`src/rtl/mux_arb_pkg.sv`:
```
// Shared encodings and limits for the N-input arbitrating mux.
package mux_arb_pkg;
    localparam int ARB_FIXED = 0;
    localparam int ARB_RR    = 1;
    localparam int N_IN_MIN  = 2;
    localparam int N_IN_MAX  = 16;

    // Next index after idx, wrapping n-1 back to 0.
    function automatic int wrap_inc(input int idx, input int n);
        return (idx + 1 >= n) ? 0 : idx + 1;
    endfunction
endpackage

```
`src/rtl/mux_arb_n_if.sv`:
```
// Producer/consumer handshake bundle for mux_arb_n.
interface mux_arb_n_if #(
    parameter int DATA_WIDTH = 32,
    parameter int N_IN       = 4
);
    localparam int SRC_W = $clog2(N_IN);

    logic [N_IN*DATA_WIDTH-1:0] in_data;
    logic [N_IN-1:0]            in_valid;
    logic [N_IN-1:0]            in_ready;
    logic [DATA_WIDTH-1:0]      out_data;
    logic                       out_valid;
    logic                       out_ready;
    logic [SRC_W-1:0]           out_src;

    modport master (
        output in_data, in_valid, out_ready,
        input  in_ready, out_data, out_valid, out_src
    );

    modport slave (
        input  in_data, in_valid, out_ready,
        output in_ready, out_data, out_valid, out_src
    );
endinterface

```
`src/rtl/arb_grant_n.sv`:
```
// Combinational grant: fixed priority from 0, or first valid searching up from rr_ptr with wrap.
module arb_grant_n
    import mux_arb_pkg::*;
#(
    parameter  int N_IN    = 4,
    parameter  int RR_MODE = ARB_FIXED,
    localparam int SRC_W   = $clog2(N_IN)
) (
    input  logic [N_IN-1:0]  valid,
    input  logic [SRC_W-1:0] rr_ptr,
    output logic [N_IN-1:0]  grant,
    output logic [SRC_W-1:0] gnt_idx,
    output logic             gnt_any
);
    int idx;

    always_comb begin
        grant   = '0;
        gnt_idx = '0;
        gnt_any = 1'b0;
        idx     = 0;
        for (int k = 0; k < N_IN; k++) begin
            idx = (RR_MODE == ARB_RR) ? int'(rr_ptr) + k : k;
            if (idx >= N_IN) idx = idx - N_IN;
            if (!gnt_any && valid[idx]) begin
                grant[idx] = 1'b1;
                gnt_idx    = SRC_W'(idx);
                gnt_any    = 1'b1;
            end
        end
    end
endmodule

```
`src/rtl/mux_arb_n.sv`:
```
// N-input arbitrating mux with a single registered output stage (not a skid buffer).
module mux_arb_n
    import mux_arb_pkg::*;
#(
    parameter int DATA_WIDTH = 32,
    parameter int N_IN       = 4,
    parameter int RR_MODE    = ARB_FIXED
) (
    input  logic        clk,
    input  logic        rst,
    mux_arb_n_if.slave  bus
);
    localparam int SRC_W = $clog2(N_IN);

    if (N_IN < N_IN_MIN || N_IN > N_IN_MAX) begin : g_bad_n_in
        $error("mux_arb_n: N_IN out of range");
    end

    logic [N_IN-1:0]  grant;
    logic [SRC_W-1:0] gnt_idx;
    logic             gnt_any;
    logic [SRC_W-1:0] rr_ptr;
    logic             load_en;

    arb_grant_n #(.N_IN(N_IN), .RR_MODE(RR_MODE)) u_grant (
        .valid   (bus.in_valid),
        .rr_ptr  (rr_ptr),
        .grant   (grant),
        .gnt_idx (gnt_idx),
        .gnt_any (gnt_any)
    );

    assign load_en = ~bus.out_valid | bus.out_ready;
    // Held in reset so no producer believes a beat was taken while state is being cleared.
    assign bus.in_ready = grant & {N_IN{load_en & ~rst}};

    always_ff @(posedge clk) begin
        if (rst) begin
            bus.out_valid <= 1'b0;
            bus.out_data  <= '0;
            bus.out_src   <= '0;
            rr_ptr        <= '0;
        end else if (load_en) begin
            if (gnt_any) begin
                bus.out_valid <= 1'b1;
                bus.out_data  <= bus.in_data[gnt_idx*DATA_WIDTH +: DATA_WIDTH];
                bus.out_src   <= gnt_idx;
                rr_ptr        <= SRC_W'(wrap_inc(int'(gnt_idx), N_IN));
            end else begin
                bus.out_valid <= 1'b0;
            end
        end
    end
endmodule

```
`src/flat_wrapper.sv`:
```
// flat-port wrapper written by rule: the top's interface ports become plain ports
module mux_arb_n_flat import mux_arb_pkg::*;
#(
    parameter int DATA_WIDTH = 32,
    parameter int N_IN       = 4,
    parameter int RR_MODE    = ARB_FIXED
)
  (clk, rst, bus_in_data, bus_in_valid, bus_out_ready, bus_in_ready, bus_out_data, bus_out_valid, bus_out_src);
  mux_arb_n_if #(.DATA_WIDTH(DATA_WIDTH), .N_IN(N_IN)) bus_i ();
  input  logic clk;
  input  logic rst;
  input wire logic [$bits(bus_i.in_data)-1:0] bus_in_data;
  input wire logic [$bits(bus_i.in_valid)-1:0] bus_in_valid;
  input wire logic [$bits(bus_i.out_ready)-1:0] bus_out_ready;
  output wire logic [$bits(bus_i.in_ready)-1:0] bus_in_ready;
  output wire logic [$bits(bus_i.out_data)-1:0] bus_out_data;
  output wire logic [$bits(bus_i.out_valid)-1:0] bus_out_valid;
  output wire logic [$bits(bus_i.out_src)-1:0] bus_out_src;
  assign bus_i.in_data = bus_in_data;
  assign bus_i.in_valid = bus_in_valid;
  assign bus_i.out_ready = bus_out_ready;
  assign bus_in_ready = bus_i.in_ready;
  assign bus_out_data = bus_i.out_data;
  assign bus_out_valid = bus_i.out_valid;
  assign bus_out_src = bus_i.out_src;
  mux_arb_n #(.DATA_WIDTH(DATA_WIDTH), .N_IN(N_IN), .RR_MODE(RR_MODE)) u_core (.clk(clk), .rst(rst), .bus(bus_i));
endmodule
```
`config.mk`:
```
export PLATFORM = sky130hd
export DESIGN_NAME = mux_arb_n_flat
export DESIGN_NICKNAME = d
export VERILOG_FILES = /design/src/rtl/mux_arb_pkg.sv /design/src/rtl/mux_arb_n_if.sv /design/src/rtl/arb_grant_n.sv /design/src/rtl/mux_arb_n.sv /design/src/flat_wrapper.sv
export SDC_FILE = /design/constraint.sdc
export NUM_CORES = 1
export LEC_CHECK = 0
export CAP_MARGIN = 40
export CORE_ASPECT_RATIO = 1.2
export CORE_MARGIN = 5
export CORE_UTILIZATION = 38
export CTS_BUF_LIST = sky130_fd_sc_hd__clkbuf_2 sky130_fd_sc_hd__clkbuf_4 sky130_fd_sc_hd__clkbuf_8
export CTS_CLUSTER_DIAMETER = 30
export DETAILED_ROUTE_END_ITERATION = 10
export GPL_ROUTABILITY_DRIVEN = 0
export PLACE_DENSITY = 0.95
export SYNTH_ARGS = -nofsm -noshare
export SYNTH_HDL_FRONTEND = slang
export SYNTH_SLANG_ARGS = --single-unit
```
`constraint.sdc`:
```
create_clock -name clk -period 3.2 [get_ports clk]
set_input_delay 0.48 -clock clk [delete_from_list [all_inputs] [get_ports clk]]
set_output_delay 0.48 -clock clk [all_outputs]
set_load 0.05 [all_outputs]
```
==> results of run 1 <==
cell type report:
type,instances,area (um^2)
Clock buffer,5,68.82
Clock inverter,3,15.01
Multi-Input combinational cell,246,1423
Tap cell,82,102.6
Sequential cell,35,700.7
Timing Repair Buffer,182,1819
Inverter,1,3.754
Fill cell,510,1841
per-stage QoR:
| stage | setup WS (ps) | cell area, um^2 | power [uW] | hold WS, ps | instances |
|---|---|---|---|---|---|
| floorplan | 441.3 | 2305 | 846.2 | 662.5 | 314 |
| global placement | 524.1 | 4049 | 1123 | 438.8 | 546 |
| detailed placement | 480.3 | 4049 | 1139 | 452.5 | 546 |
| CTS | 472.5 | 4133 | 1451 | 462.8 | 554 |
| global route | 400.4 | 4133 | 1513 | 511.3 | 554 |
| finish | 463.0 | 4133 | 1442 | 464.7 | 554 |
cells in the final DEF (no fill, tap or decap), types with 2 or more instances in the layout:
cell,n
clkinv_2,3
clkbuf_8,5
buf_4,9
a211oi_2,18
nor2_1,34
a21oi_1,33
buf_2,2
dfxtp_1,35
nand2_1,65
buf_12,3
clkdlybuf4s50_1,168
and2_1,2
nor2_4,2
o21ai_0,32
a22oi_1,31
a211oi_1,15
flip-flops by register name (all words and copies together) (netlist names):
register              cells
u_core.bus.out_data      32
u_core.bus.out_src        2
u_core.bus.out_valid      1
worst register-to-register path, delay by kind of cell, from the launching register on:
kind / cells / cell delay, ps
AND/OR/NAND/NOR: 1 / 400
flip-flops: 1 / 360
AO/OA/AOI/OAI: 3 / 770
cell families (layout without fill, tap and decap cells):
| group | Yosys count | count (layout) | synth area share |
|---|---|---|---|
| AOI/OAI and AO/OA | 134 | 134 | 0.4126 |
| buffers and inverters | 33 | 191 | 0.07980 |
| DFF | 35 | 35 | 0.3040 |
| and+or+nand+nor | 112 | 112 | 0.2036 |
cell usage after synthesis, types with 2 or more instances:
library cell	n
nor2_1	34
o21ai_0	32
a211oi_2	18
dfxtp_1	35
a21oi_1	33
a22oi_1	31
a211oi_1	15
buf_4	3
nor2_4	2
clkbuf_1	10
nand2_1	65
nor2b_1	2
and2_1	2
buf_6	4
buf_2	15
power groups by stage:
stage                     sequential [uW]  combinational (uW)  clock (uW)
after CTS                             496                 635         319
after floorplan                       645                 201           0
final                                 496                 633         313
after detailed placement              506                 633           0
after global routing                  502                 670         341
after global placement                504                 619           0
worst max path at each step:
stage	from	endpoint	slack, ps	cells after the start
2_1_floorplan	bus_in_valid[1]	bus_in_ready[2]	440	2
3_3_place_gp	bus_out_ready	bus_in_ready[0]	520	5
3_5_place_dp	bus_out_ready	bus_in_ready[0]	480	5
4_1_cts	bus_out_ready	bus_in_ready[0]	470	5
5_1_grt	bus_out_ready	bus_in_ready[0]	400	5
6_report	bus_out_ready	bus_in_ready[0]	460	5
metal layers:
layer  global-route usage  routed length, um  vias up
met4              0.09718                255        0
met3              0.06333                822       28
li1                     -                  -     1436
met5                    0                  0        -
met2               0.4342               5000      130
met1               0.2418               3321     1403
==> summary.txt, run 1 <==
CTS
  • Worst-Skew Late Latency: approximately 280 ps
  • Deepest clock path buffer count: 2
  • CTS tree: done
  • CTS Hold Bufs: 0
  • Post-CTS resize count: 0
  • Htree depth: 2
  • Post-CTS setup buffers: 0
  • Clk sinks: 35
  • CTS Buf Count: 5
  • Root buf cell: clkbuf_8
  • Clk slew on worst S/H paths: 70 ps

Setup path
  • Worst setup EP type: output pin
  • FF-to-FF setup slack: about 1600 ps
  • RR Startpoint: u_core.bus.out_valid
  • CP Launch Type: input port
  • Critical Path RT: approximately 2700 ps
  • Crit path cell chain: clkdlybuf4s50_1 > nor2b_1 > nor2_1 > and2_1 > clkdlybuf4s50_1
  • Worst reg2reg path endpoint: u_core.bus.out_data[21]
  • Top delay family on crit path: buffers and inverters
  • Critical path fanouts, max: 4
  • Buf+Inv Stages, Crit Path: 2
  • Cell mode on critical path: clkdlybuf4s50_1
  • R2r worst-path depth: 4
  • CP peak stage delay: ~700 ps
  • Arr. time, crit path: 2260 ps
  • CP max stage cell: clkdlybuf4s50_1
  • Worst Setup Path Type: input port to output pin

Synthesis
  • Synth area leaders: dfxtp_1 (30%), nand2_1 (11%), a22oi_1 (10%), a211oi_2 (9.8%), a21oi_1 (7.2%)
  • Post-Syn Area: roughly 2300 um^2
  • Post-synthesis net count: between 400 and 500
  • Top cell type's share of synthesized area: 0.3040
  • Ys async rst share: 0
  • Cells after Synth: between 300 and 400
  • FF+latch count, synth: 35
  • Distinct cells, synth: 28
  • Dominant cell type by area after synthesis: dfxtp_1
  • Post-synthesis sequential area ratio: 0.3040
  • Top FF cell, synth: dfxtp_1
  • YS warnings: 0
  • EDFF count, synth: 0
  • Syn avg cell area: approximately 7.3 um^2

Timing
  • Slew margin rel.: 0.5912
  • Post-Route Setup TNS: 0 ps
  • Final slew viol count: 0
  • Unrepaired setup endpoints after global routing: no
  • Worst Tran Pin Value: 613.2 ps
  • Final period util: 0.8553
  • Final Hold Vio Count: 0
  • Fmax: around 0.37 GHz
  • Final setup violation count: 0
  • Crit path time final: roughly 2700 ps
  • Clk_skew: slightly below 7 ps

Min path
  • Worst Hold Class: register to register
  • Hold depth: 2
  • Worst hold start: u_core.bus.out_src[0]
  • Hold Path End: u_core.bus.out_src[0]

Floorplan
  • Core region area: between 5000 and 6000 um^2
  • Die Area: ~7700 um^2
  • IO Count: 174
  • Row count: 31
  • Die Wd: between 80 and 90 um
  • Die height: between 90 and 100 um
  • Initial Util: 0.3858

Power and ir drop
  • Maximum vdd ir drop: 0.2513 mV
  • Comb pwr share: 0.439
  • Clock power share: 0.217
  • Seq pwr share: 0.344
  • Int Pwr: 920.1 uW
  • NetSw: between 500 and 600 uW
  • Leakage power: about 0.0016 uW
  • Switching part of the total: 0.3618
  • Pwr/cell area: 348.8 nW/um^2

Final layout
  • ANT cells: 0
  • Total Nets Final: 606
  • Area Overhead vs Synth: 79.32%
  • Share of post-route cells with drive strength above 1: 0.09958
  • Fin util: 0.6919

Drt
  • DR DRC count: 0
  • ANT nets after route: 0
  • Drt wl/cell: around 17 um
  • First-pass detailed-route iteration total: 6
  • Vias/cell: ~5.4
  • Total number of vias: about 3k
  • DR iter-0 viols: ~150
  • Total Wirelength: ~9400 um

Global route
  • Pin count of the biggest net entering global routing: 39
  • Total gr overflow: 0
  • Vias in the first global route: between 2k and 3k
  • Global-route total usage across every layer: 0.2331
  • First-pass GRT wire length: around 14000 um
  • Initial antenna violation count: 0

Placement
  • PortBufs: between 150 and 200
  • Hpwl dp: 7244 um

Job
  • Max-Cap Viols: 0

Outcome
  • Status: complete, no violations
Note: power is estimated with default switching activity, not from simulation.
==> inputs of run 2 (changes only) <==
--- a/config.mk
+++ b/config.mk
@@ -5,6 +5,7 @@
 export SDC_FILE = /design/constraint.sdc
 export NUM_CORES = 1
 export LEC_CHECK = 0
+export ABC_CLOCK_PERIOD_IN_PS = 3200
 export CAP_MARGIN = 40
 export CORE_ASPECT_RATIO = 1.2
 export CORE_MARGIN = 5
==> results of run 2 <==
No change in the layout: final DEF, timing and power equal those of run 1.
==> patch: new RTL, flow settings as in run 1 <==
Reset style: asynchronous (`rst`), changed in one clocked block.
--- a/src/rtl/mux_arb_n.sv
+++ b/src/rtl/mux_arb_n.sv
@@ -36,3 +36,3 @@
 
-    always_ff @(posedge clk) begin
+    always_ff @(posedge clk or posedge rst) begin
         if (rst) begin
Function: differs if rst is asserted again (counterexample within 4 cycles, from zero or initial values and one cycle with rst high); with rst held inactive, the same outputs for 10 cycles.
==> patch against run 1 <==
  * Register-to-register slack lost 190 ps
  * Final area increased by 12%
  * Routed wire length rose by 13%
  * Total power is 12% higher
  * Setup slack better by 310 ps
  * Maximum frequency grew 13%
  * Sequential share of layout area grew 2.0 points
  * Area after synthesis rose by 19%
  * Clock skew decreased by 2.0 ps
  * Synthesized cell count rose by 0.64%
  * Sequential cell count unchanged
  * Largest cell class unchanged
  * Largest power group unchanged
==> patch: results (changes against run 1) <==
Placement
  – Placed cells: 554 (was 546)
  – DP Area: 4540 um2 (was 4050 um2)
  – Hpwl dp: 7.80 mm (was 7.24 mm)
  – Post-place setup slack: 584 ps (was 480 ps)

Synth
  – Post-synth cell types: 23 (was 28)
  – Prevailing post-synth register cell: dfrtp_1 (was dfxtp_1)
  – Main area contributors after synthesis: dfrtp_1 (32%), a41oi_2 (18%), a21o_1 (8.8%) (was dfxtp_1 (30%), nand2_1 (11%), a22oi_1 (10%))
  – Most common cell in the synthesized netlist: nand2_1 (unchanged)
  – Sequential area share after synthesis: 0.320 (was 0.304)
  – Yosys Warn Count: 0 (unchanged)
  – Syn nets: 451 (was 449)
  – Avg Cell Area, Syn: 8.67 um2 (was 7.34 um2)
  – Post-synth top cells: nand2_1 (64), a21oi_1 (35), dfrtp_1 (35) (was nand2_1 (65), dfxtp_1 (35), nor2_1 (34), a21oi_1 (33), o21ai_0 (32))
  – Fraction of registers with async set/reset: 1.00 (was 0)

Worst setup path
  – CP arrival: 1950 ps (was 2260 ps)
  – Crit Path Max Fanout: 7 (was 4)

Detailed routing
  – Via count: 3206 (was 2997)
  – Pre-antenna DRT Iters: 5 (was 6)
  – Drt wl/cell: 19.0 um (was 17.0 um)
  – Final WL: 10.6 mm (was 9.40 mm)
  – DRT iter0 DRCs: 192 (was 148)

Global routing
  – Initial antenna violation count: 0 (unchanged)
  – Largest net degree at the start of global routing: 38 (was 39)
  – GRT Total Usage: 0.227 (was 0.233)
  – Vias in the first global route: 3374 (was 2916)
  – Global-route wire length before repair: 16.3 mm (was 14.0 mm)

Power and ir drop
  – Sw Share: 0.381 (was 0.362)
  – Peak supply drop: 192 uV (was 251 uV)
  – Clock Power: 0.304 mW (was 0.313 mW)
  – Standby leakage power: 1.64 nW (was 1.55 nW)
  – Sequential power share: 0.334 (was 0.344)
  – Seq group: 0.541 mW (was 0.496 mW)

Clock network
  – Clk slew on worst S/H paths: 70 ps (about the same)
  – CTS Root Cell: clkbuf_8 (unchanged)
  – H-tree depth: 2 (unchanged)
  – Worst-skew pair later-pin latency: 280 ps (about the same)
  – Post-CTS Setup Repair Bufs: 0 (unchanged)
  – Clock Path Buffers: 2 (unchanged)

Run status
  – Status: finished, final reports clean (unchanged)

STA
  – Setup Skew: 4.93 ps (was 6.91 ps)
  – Worst Tran Pin Value: 549 ps (was 613 ps)

Cells and area
  – Share of layout cells above drive strength 1: 0.130 (was 0.0996)
  – Largest registers: u_core.bus.out_data (32), u_core.bus.out_src (2), u_core.bus.out_valid (1) (unchanged)
  – Nets@finish: 606 (unchanged)

Hold path
  – Min-delay worst type: flip-flop to flip-flop (unchanged)
[patch: cell types whose count changed in the layout (fill, tap and decap cells not counted), sizes merged, moves of 2 or more]
cell	change
clkinv	-3
nor2	-35
nand3b	+32
a21o	+31
and3	+2
buf	+4
nand2b	+2
a211oi	-33
dfrtp	+35
a22oi	-31
a41oi	+32
dfxtp	-35
[patch: kinds of logic after synthesis]
| logic type | Yosys count | synth area share |
|---|---|---|
| buf+inv | 40 | 0.0713 |
| simple gates | 109 | 0.209 |
| compound gates | 131 | 0.395 |
| mux | 1 | 0.00548 |
| flops | 35 | 0.320 |
[patch: layer usage]
metal  vias up  track usage  wire, um
met5         -            0         0
met4         0       0.0968       364
met3        33       0.0576       966
met2       177        0.411      5410
met1      1537        0.249      3900
li1       1459            -         -
[patch: worst max-delay path, cell delays in order]
cell	delay [ps]
clkdlybuf4s50_1	480
or2_2	410
nor4bb_2	390
buf_12	190
[patch: path summary, 6_finish.rpt]
kind	from	to	slack, ps	depth (start not counted)
worst max-delay path	bus_in_valid[1]	bus_in_ready[2]	770	4
worst min-delay path	u_core.bus.out_src[1]	u_core.bus.out_src[1]	540	2
worst max register to register	u_core.bus.out_valid	u_core.bus.out_data[13]	1390	5
worst min register to register	u_core.bus.out_src[1]	u_core.bus.out_src[1]	540	2
max in group asynchronous	rst	u_core.bus.out_data[21]	2360	3
min in group asynchronous	rst	u_core.bus.out_src[1]	620	3
[patch: cell type report]
cell class / instances / area (um2)
clock buffer: 6 / 76.3
tap: 90 / 113
multi-input combinational: 241 / 1680
timing repair buffer: 186 / 1860
inverter: 2 / 7.51
sequential: 35 / 876
fill: 599 / 2530
